===== src/rtl/demux_1to2_8b_buf.sv =====
`timescale 1ns/1ps
`default_nettype none
// ============================================================================
//  Module   : demux_1to2_8b_buf
//  Purpose  : 1-to-2 byte demultiplexer with a small FIFO per output channel.
//  Revision : 1.0  initial release
// ============================================================================

// ----------------------------------------------------------------------------
//  Per-channel FIFO: occupancy-counted, zero data output when empty.
// ----------------------------------------------------------------------------
module demux_1to2_8b_buf_fifo #(
    parameter int DEPTH = 2,
    parameter int AW    = 1
) (
    input  logic       clk,
    input  logic       rst_n,
    input  logic       i_push,
    input  logic [7:0] i_data,
    input  logic       i_pop_req,
    output logic [7:0] o_data,
    output logic       o_valid,
    output logic       o_full
);

    localparam logic [AW:0]   C_DEPTH   = DEPTH;
    localparam logic [AW:0]   C_CNT_ONE = 1;
    localparam logic [AW-1:0] C_PTR_ONE = 1;

    logic [7:0]    r_mem [DEPTH];
    logic [AW-1:0] r_wptr;
    logic [AW-1:0] r_rptr;
    logic [AW:0]   r_count;

    logic w_empty;
    logic w_push;
    logic w_pop;

    assign w_empty = (r_count == '0);
    assign o_full  = (r_count == C_DEPTH);
    assign w_push  = i_push && !o_full;
    assign w_pop   = i_pop_req && !w_empty;

    // Storage is not reset; the output mux hides stale contents while empty.
    always_ff @(posedge clk) begin
        if (w_push) begin
            r_mem[r_wptr] <= i_data;
        end
    end

    always_ff @(posedge clk or negedge rst_n) begin
        if (!rst_n) begin
            r_wptr  <= '0;
            r_rptr  <= '0;
            r_count <= '0;
        end else begin
            if (w_push) begin
                r_wptr <= r_wptr + C_PTR_ONE;
            end
            if (w_pop) begin
                r_rptr <= r_rptr + C_PTR_ONE;
            end
            case ({w_push, w_pop})
                2'b10:   r_count <= r_count + C_CNT_ONE;
                2'b01:   r_count <= r_count - C_CNT_ONE;
                default: r_count <= r_count;
            endcase
        end
    end

    assign o_valid = !w_empty;
    assign o_data  = w_empty ? 8'h00 : r_mem[r_rptr];

endmodule

// ----------------------------------------------------------------------------
//  Top: route each accepted byte to channel A (sel=0) or B (sel=1).
// ----------------------------------------------------------------------------
module demux_1to2_8b_buf #(
    parameter int DEPTH = 2,
    parameter int AW    = 1
) (
    input  logic       clk,
    input  logic       rst_n,
    input  logic [7:0] in_data,
    input  logic       in_sel,
    input  logic       in_valid,
    output logic       in_ready,
    output logic [7:0] out_a_data,
    output logic       out_a_valid,
    input  logic       out_a_ready,
    output logic [7:0] out_b_data,
    output logic       out_b_valid,
    input  logic       out_b_ready,
    output logic [7:0] cnt_a,
    output logic [7:0] cnt_b
);

    logic       w_full_a;
    logic       w_full_b;
    logic       w_accept;
    logic       w_push_a;
    logic       w_push_b;
    logic [7:0] r_cnt_a;
    logic [7:0] r_cnt_b;

    // Ready looks only at the selected channel's occupancy, never at consumers.
    assign in_ready = in_sel ? !w_full_b : !w_full_a;
    assign w_accept = in_valid && in_ready;
    assign w_push_a = w_accept && !in_sel;
    assign w_push_b = w_accept &&  in_sel;

    demux_1to2_8b_buf_fifo #(
        .DEPTH (DEPTH),
        .AW    (AW)
    ) u_fifo_a (
        .clk       (clk),
        .rst_n     (rst_n),
        .i_push    (w_push_a),
        .i_data    (in_data),
        .i_pop_req (out_a_ready),
        .o_data    (out_a_data),
        .o_valid   (out_a_valid),
        .o_full    (w_full_a)
    );

    demux_1to2_8b_buf_fifo #(
        .DEPTH (DEPTH),
        .AW    (AW)
    ) u_fifo_b (
        .clk       (clk),
        .rst_n     (rst_n),
        .i_push    (w_push_b),
        .i_data    (in_data),
        .i_pop_req (out_b_ready),
        .o_data    (out_b_data),
        .o_valid   (out_b_valid),
        .o_full    (w_full_b)
    );

    always_ff @(posedge clk or negedge rst_n) begin
        if (!rst_n) begin
            r_cnt_a <= 8'h00;
            r_cnt_b <= 8'h00;
        end else begin
            if (w_push_a) begin
                r_cnt_a <= r_cnt_a + 8'h01;
            end
            if (w_push_b) begin
                r_cnt_b <= r_cnt_b + 8'h01;
            end
        end
    end

    assign cnt_a = r_cnt_a;
    assign cnt_b = r_cnt_b;

endmodule
`default_nettype wire


===== config.mk =====
export PLATFORM = sky130hd
export DESIGN_NAME = demux_1to2_8b_buf
export DESIGN_NICKNAME = d
export VERILOG_FILES = /design/src/rtl/demux_1to2_8b_buf.sv
export SDC_FILE = /design/constraint.sdc
export NUM_CORES = 1
export LEC_CHECK = 0
export CORE_MARGIN = 1.5
export CORE_UTILIZATION = 50
export CTS_CLUSTER_SIZE = 30
export DETAILED_ROUTE_END_ITERATION = 10
export PLACE_DENSITY_LB_ADDON = 0.3
export REMOVE_ABC_BUFFERS = 1
export SLEW_MARGIN = 20
export SYNTH_ARGS = -nofsm -noshare
export SYNTH_HDL_FRONTEND = slang
export SYNTH_SLANG_ARGS = --single-unit

===== constraint.sdc =====
create_clock -name clk -period 2.05 [get_ports clk]
set_input_delay 0.41 -clock clk [delete_from_list [all_inputs] [get_ports clk]]
set_output_delay 0.41 -clock clk [all_outputs]
set_load 0.01 [all_outputs]

# ---- Word-level counts from Yosys, hierarchy flattened
# Memories as Yosys holds them, arrays and structs flattened.
# Index checks and enable logic that the tools add are counted.
dict set report word_totals {
  regBits 24
  ram_bits 32
  output_inout_bits 35
  word_cells 51
  mem_count 2
}
# memory depth width read_ports rd_clocked_by_memory_dff wr line_no
set mem_list {}
lappend mem_list {u_fifo_a.r_mem 2 8 1 0 1 30} ;# logic [7:0] r_mem [DEPTH];
lappend mem_list {u_fifo_b.r_mem 2 8 1 0 1 30}
dict set report classes {
  n_addsub 10
  eq_ne 6
  muxes 9
  n_reduce_logical 16
}
# cell n
set ops {}
lappend ops {{$add A8 B1 Y8 const B} 2}
lappend ops {{$mux W8} 2}
lappend ops {{$eq A2 B2 Y1 const B} 4}
lappend ops {{$pmux W2 S2} 2}
lappend ops {{$logic_and A1 B1 Y1} 7}
lappend ops {{$logic_not A1 Y1} 5}
lappend ops {{$mux W1} 5}
lappend ops {{$add A1 B1 Y1 const B} 4}
lappend ops {{$add A2 B1 Y2 const B} 2}
lappend ops {{$eq A2 B1 Y1 const B} 2}
lappend ops {{$logic_not A2 Y1} 2}
lappend ops {{$reduce_bool A2 Y1} 2}
lappend ops {{$sub A2 B1 Y2 const B} 2}

# ---- Longest topological paths before layout
dict set report logic_depth {
  depth_word 8
  ltp_mapped 8
}

# ---- By module
# A second synthesis with hierarchy kept.
dict set report hier_totals {
  hier_cells 160
  area_unflattened_um2 2312.2
}
# module instances cells_each area_per_inst_um2
set by_module_without_submodules {}
lappend by_module_without_submodules {demux_1to2_8b_buf_fifo 2 52 798.3}
lappend by_module_without_submodules {demux_1to2_8b_buf 1 56 715.7}

# ---- Worst setup path before layout
# No wires, ideal clock.
dict set report synth_path {
  path_type {reg-to-reg}
  from {register u_fifo_b.r_count[0]}
  to {memory u_fifo_b.r_mem[0][0] (enable)}
  setup_ns 0.370
  arrival_ns 1.212
  t_required_ns 1.680
  path_slack_ns 0.468
  stages_incl_launch_ff 6
  n_path_buf 1
  cell_sequence {dfrtp_1 > nand2b_1 > and3_1 > buf_4 > inv_2 > nor2_1}
}
dict set report synth_via {
  elab_chain_cells 8
}
# element line_no
set synth_rtl {}
lappend synth_rtl {{start: declaration} 33} ;# logic [AW:0] r_count;
lappend synth_rtl {{start signal: assignment} 64} ;# 2'b10: r_count <= r_count + C_CNT_ONE;
lappend synth_rtl {{start signal: assignment} 65} ;# 2'b01: r_count <= r_count - C_CNT_ONE;
lappend synth_rtl {{start signal: assignment} 66} ;# default: r_count <= r_count;
lappend synth_rtl {{$eq A2 B2 Y1 (*)} 40} ;# assign o_full = (r_count == C_DEPTH);
lappend synth_rtl {{$logic_not A1 Y1 (*)} {41, 108}}
lappend synth_rtl {{$mux W1} 108} ;# assign in_ready = in_sel ? !w_full_b : !w_full_a;
lappend synth_rtl {{$logic_and A1 B1 Y1} 109} ;# assign w_accept = in_valid && in_ready;
lappend synth_rtl {{$logic_and A1 B1 Y1} 111} ;# assign w_push_b = w_accept && in_sel;
lappend synth_rtl {{$logic_and A1 B1 Y1 (*)} 41} ;# assign w_push = i_push && !o_full;
lappend synth_rtl {{$mux W1 (*)} 46} ;# if (w_push) begin
lappend synth_rtl {{$mux W1 (not written as such) (*)} 47} ;# r_mem[r_wptr] <= i_data;
lappend synth_rtl {{end: declaration} 30}
# Mark *: on every way between the ends. The rest lies on a longest branch, timed or not.

# ---- Final worst setup path
dict set report layout_path {
  from {register u_fifo_b.r_rptr}
  to {output port out_b_data[7]}
}
dict set report layout_via {
  elab_chain_cells 2
}
# element line_no
set layout_rtl {}
lappend layout_rtl {{start: declaration} 32} ;# logic [AW-1:0] r_rptr;
lappend layout_rtl {{start signal: assignment} 61} ;# r_rptr <= r_rptr + C_PTR_ONE;
lappend layout_rtl {{$mem_v2 Z2 W8} n/a}
lappend layout_rtl {{$mux W8} 72} ;# assign o_data = w_empty ? 8'h00 : r_mem[r_rptr];
lappend layout_rtl {{end: declaration} 92} ;# output logic [7:0] out_b_data,
# Every way passes these cells.

==> run summary <==
The critical path in this run is classified as flop to output pin. The maximum level of the CTS H-tree came out at 2. Setup repair after global routing left no endpoint under its margin.

The power share of the clock group came out at 16.5%. Clock latency on the worst-skew pair, taken at its later pin, is approximately 300 ps. For the final database, setup skew stands at around 2.1 ps. The core region is 0.00441 sq mm.

Clock-pin slew was measured on the worst setup and hold paths at 90 ps. The overflow left after global routing came out at 0. The total DRC errors in the routed layout came out at 0. The number of antenna violations at the first check in global routing came to 0. The number of flip-flops and latches in the synthesized netlist is 56. The count of final max-slew check failures came to 0.

No sink is reached through more buffers than the 2 on the longest clock path. The number of buffer cells added on primary ports came out at 48. In this run, the number of DRC markers left after iteration 0 of detailed routing was slightly above 70. For this run, the number of Yosys warnings is 0.

The first global-routing pass estimated 6770 um of wire. The number of antenna repair diodes is 0. The number of sinks handled by clock tree synthesis is 56. The number of clock buffers added by TritonCTS is 5. Compared with the post-synthesis result, the final layout area differs by 35.9%.

The mean area per synthesized cell is 14.1 sq um. The congestion estimate from routability-driven global placement came to between 0.7 and 0.8. The slew at the pin closest to its max-slew limit came out at 389 ps. For this run, the leading register cell type out of synthesis is edfxtp_1.

The slowest stage of the critical path is the clkdlybuf4s50_1 cell. The critical path goes through mux2i_1 > nor2_1 > clkdlybuf4s50_1. The final worst-path cycle share is 96.5%. From bottom edge to top edge, the die measures 71.0 um.

The first detailed-routing pass took 4 iterations. For this design the top-level I/O count stands at 49. The overall power of the completed layout is between 4000 and 5000 uW. The flow ran to the end, and the final reports show no timing, DRC or antenna violations. In this run the worst setup path begins at u_fifo_b.r_rptr. Entering global routing, the biggest net connects 25 pins. Net switching is between 30 and 40% of the power.

The number of standard-cell rows in the floorplan came out at 24. The total of endpoints with negative setup slack in the final report is 0. The class of the tightest hold or removal check is input pin to async pin. The floorplan step defined a die boundary enclosing a little over 0.005 sq mm.

After legalization and detailed placement, the total HPWL measured around 3000 um. Across all layers, the routed design uses 1426 vias. In the post-synthesis netlist, the biggest area contributors are edfxtp_1 42%, dfrtp_1 26%, mux2i_1 6.9%, xnor2_1 4.9%, nor2_1 4.2%. Synthesis produced a netlist whose cell count is between 150 and 200. The top cell type's share of synthesized area came out at between 40 and 50%. The starting density of the core is 52.4%. The element type at the critical path end is an output pin.

The average wire per standard cell is 14.8 um. The worst stage delay on the critical path came out at 530 ps. The portion of total power attributed to sequential cells came out at 40.6%. The launching element type of the critical path is a flop. The startpoint identified for the worst register-to-register timing path is u_fifo_b.r_count[0].

Hold timing on the final database bottoms out at a slack of 462 ps. The sequential-to-total area share from yosys stat came out at between 60 and 70%. The maximum fanout count along the critical path came out at 9.

The internal cell power came out at 2860 uW. The count of different cell masters after synthesis is 26. After layout, the minimum clock period comes to 1980 ps. The setup TNS is 0 ps.

The maximum vdd drop is 0.857 mV. Measured against its own limit, the worst slew margin works out to 74.0%. The async set-reset flop share out of synthesis came out at 42.9%. The number of enable flip-flop cells after synthesis is 32. The post-detailed-route via-to-cell ratio came out at between 4 and 5. The share of cells above drive strength 1 came out at 15.7%. Leaving out fill and tap cells, the most frequent cells in the layout are 32 x clkdlybuf4s50_1, 32 x edfxtp_1, 25 x nor2_1.

Summed over all nets, the switching power comes to 1350 uW. TritonCTS built the clock tree. The number of violations of the max-capacitance limit is 0. The count of nets left with antenna violations after detail routing is 0. The leakage power came out at between 0.001 and 0.0015 uW. The portion of total power attributed to combinational logic is 42.8%. The filler cells instantiated in the layout total 312. The critical path required time is 1640 ps. For the worst setup path, the data arrival time is around 1600 ps.

The final hold violation count is 0. The tree is rooted in a clkbuf_8. The total power density per cell area came out at 1340 mW/mm^2. The post-synth design cell area is between 0.002 and 0.0025 sq mm. The number of hold-repair buffers added at the cts stage came out at 0. The width of the die is 71.0 um. Derived from the worst setup path, the maximum achievable clock frequency is just over 500 MHz.

The final layout net count is 253. The number of global-route vias before repair is between 1000 and 1500. The global-route usage over all layers came out at 17.6%. The routed wire length is 4280 um.

The dominant cell type by area after synthesis is edfxtp_1.
-- stage by stage --
stage / setup WS, ps / instance area [sq um] / instances / util, %
floorplan: 420 / 2280 / 160 / -
global placement: -63.3 / 2890 / 268 / 65.5
detailed placement: -88.3 / 2890 / 268 / 65.5
CTS: 6.72 / 3010 / 277 / 68.1
global route: 0.142 / 3140 / 288 / 71.2
finish: 70.8 / 3140 / 288 / 71.2
-- worst paths after layout --
| kind | end | slack [ps] | cells past startpoint |
|---|---|---|---|
| setup / recovery | out_b_data[7] | 70 | 3 |
| hold / removal | cnt_b[7] | 460 | 2 |
| setup reg to reg | u_fifo_b.r_count[1] | 320 | 7 |
| hold reg to reg | cnt_b[7] | 470 | 1 |
| max in group asynchronous | u_fifo_a.r_rptr | 1330 | 2 |
| min in group clk | cnt_b[7] | 470 | 1 |
-- cells in the mapped netlist (2+ instances only) --
master    count
nor2_1       26
xor2_1       11
nor2b_1       2
ha_1          4
buf_2         2
mux2i_1      16
nand2_1       7
nand2b_1      2
nand3_1       3
and3_1        4
inv_1         4
edfxtp_1     32
xnor2_1      13
nand4_1       3
dfrtp_1      24
-- kinds of logic (layout without fill, tap and decap cells) --
family / Yosys count / after routing / share of synthesized area [%]
XOR/XNOR: 24 / 24 / 9.09
adder cells (fa/ha/maj): 4 / 4 / 2.16
buffers and inverters: 9 / 81 / 2.05
flip-flops: 56 / 56 / 67.5
multiplexers: 18 / 18 / 7.90
AND/OR/NAND/NOR: 53 / 53 / 11.3
-- metal layers --
layer / vias to the layer above / GRT usage, % / wire length (um)
li1: 703 / - / -
met1: 679 / 22.1 / 1800
met2: 38 / 30.2 / 2180
met3: 6 / 4.99 / 248
met4: 0 / 5.03 / 47
met5: - / 0 / 0
-- power by group through the flow --
stage | combinational, uW | clock, uW | sequential [uW]
floorplan | 746 | 0 | 1770
global placement | 1540 | 0 | 1760
detailed placement | 1590 | 0 | 1780
CTS | 1580 | 714 | 1760
global route | 1940 | 761 | 1740
finish | 1800 | 696 | 1710
-- timing repair --
| item | in CTS | in global routing |
|---|---|---|
| setup endpoints to repair | 17 | 14 |
| pin swaps | 0 | 0 |
| cloned | 0 | 1 |
| buffers inserted | 1 | 10 |
| gates resized for setup | 6 | 15 |
-- critical path: cells and delay by family, from the launching register on --
kind	cells	cell delay (ps)
flip-flops	1	510
AND/OR/NAND/NOR	1	90
multiplexers	1	150
buffers and inverters	1	530
-- area by class of cell --
cell class	count	area [sq um]	area share, %
timing repair buffer	68	669	21.3
clock buffer	5	68.8	2.19
sequential	56	1570	49.8
clock inverter	3	42.5	1.35
inverter	5	18.8	0.597
multi-input combinational	99	714	22.7
tap	52	65.1	2.07
-- sequential cells by signal, summed over array words and instances, names as in the netlist --
signal,flops
u_fifo_a.r_mem,16
u_fifo_b.r_mem,16
cnt_a,8
cnt_b,8
u_fifo_a.r_count,2
u_fifo_b.r_count,2
u_fifo_a.r_rptr,1
u_fifo_a.r_wptr,1
u_fifo_b.r_rptr,1
u_fifo_b.r_wptr,1
(Power assumes the default switching activity.)
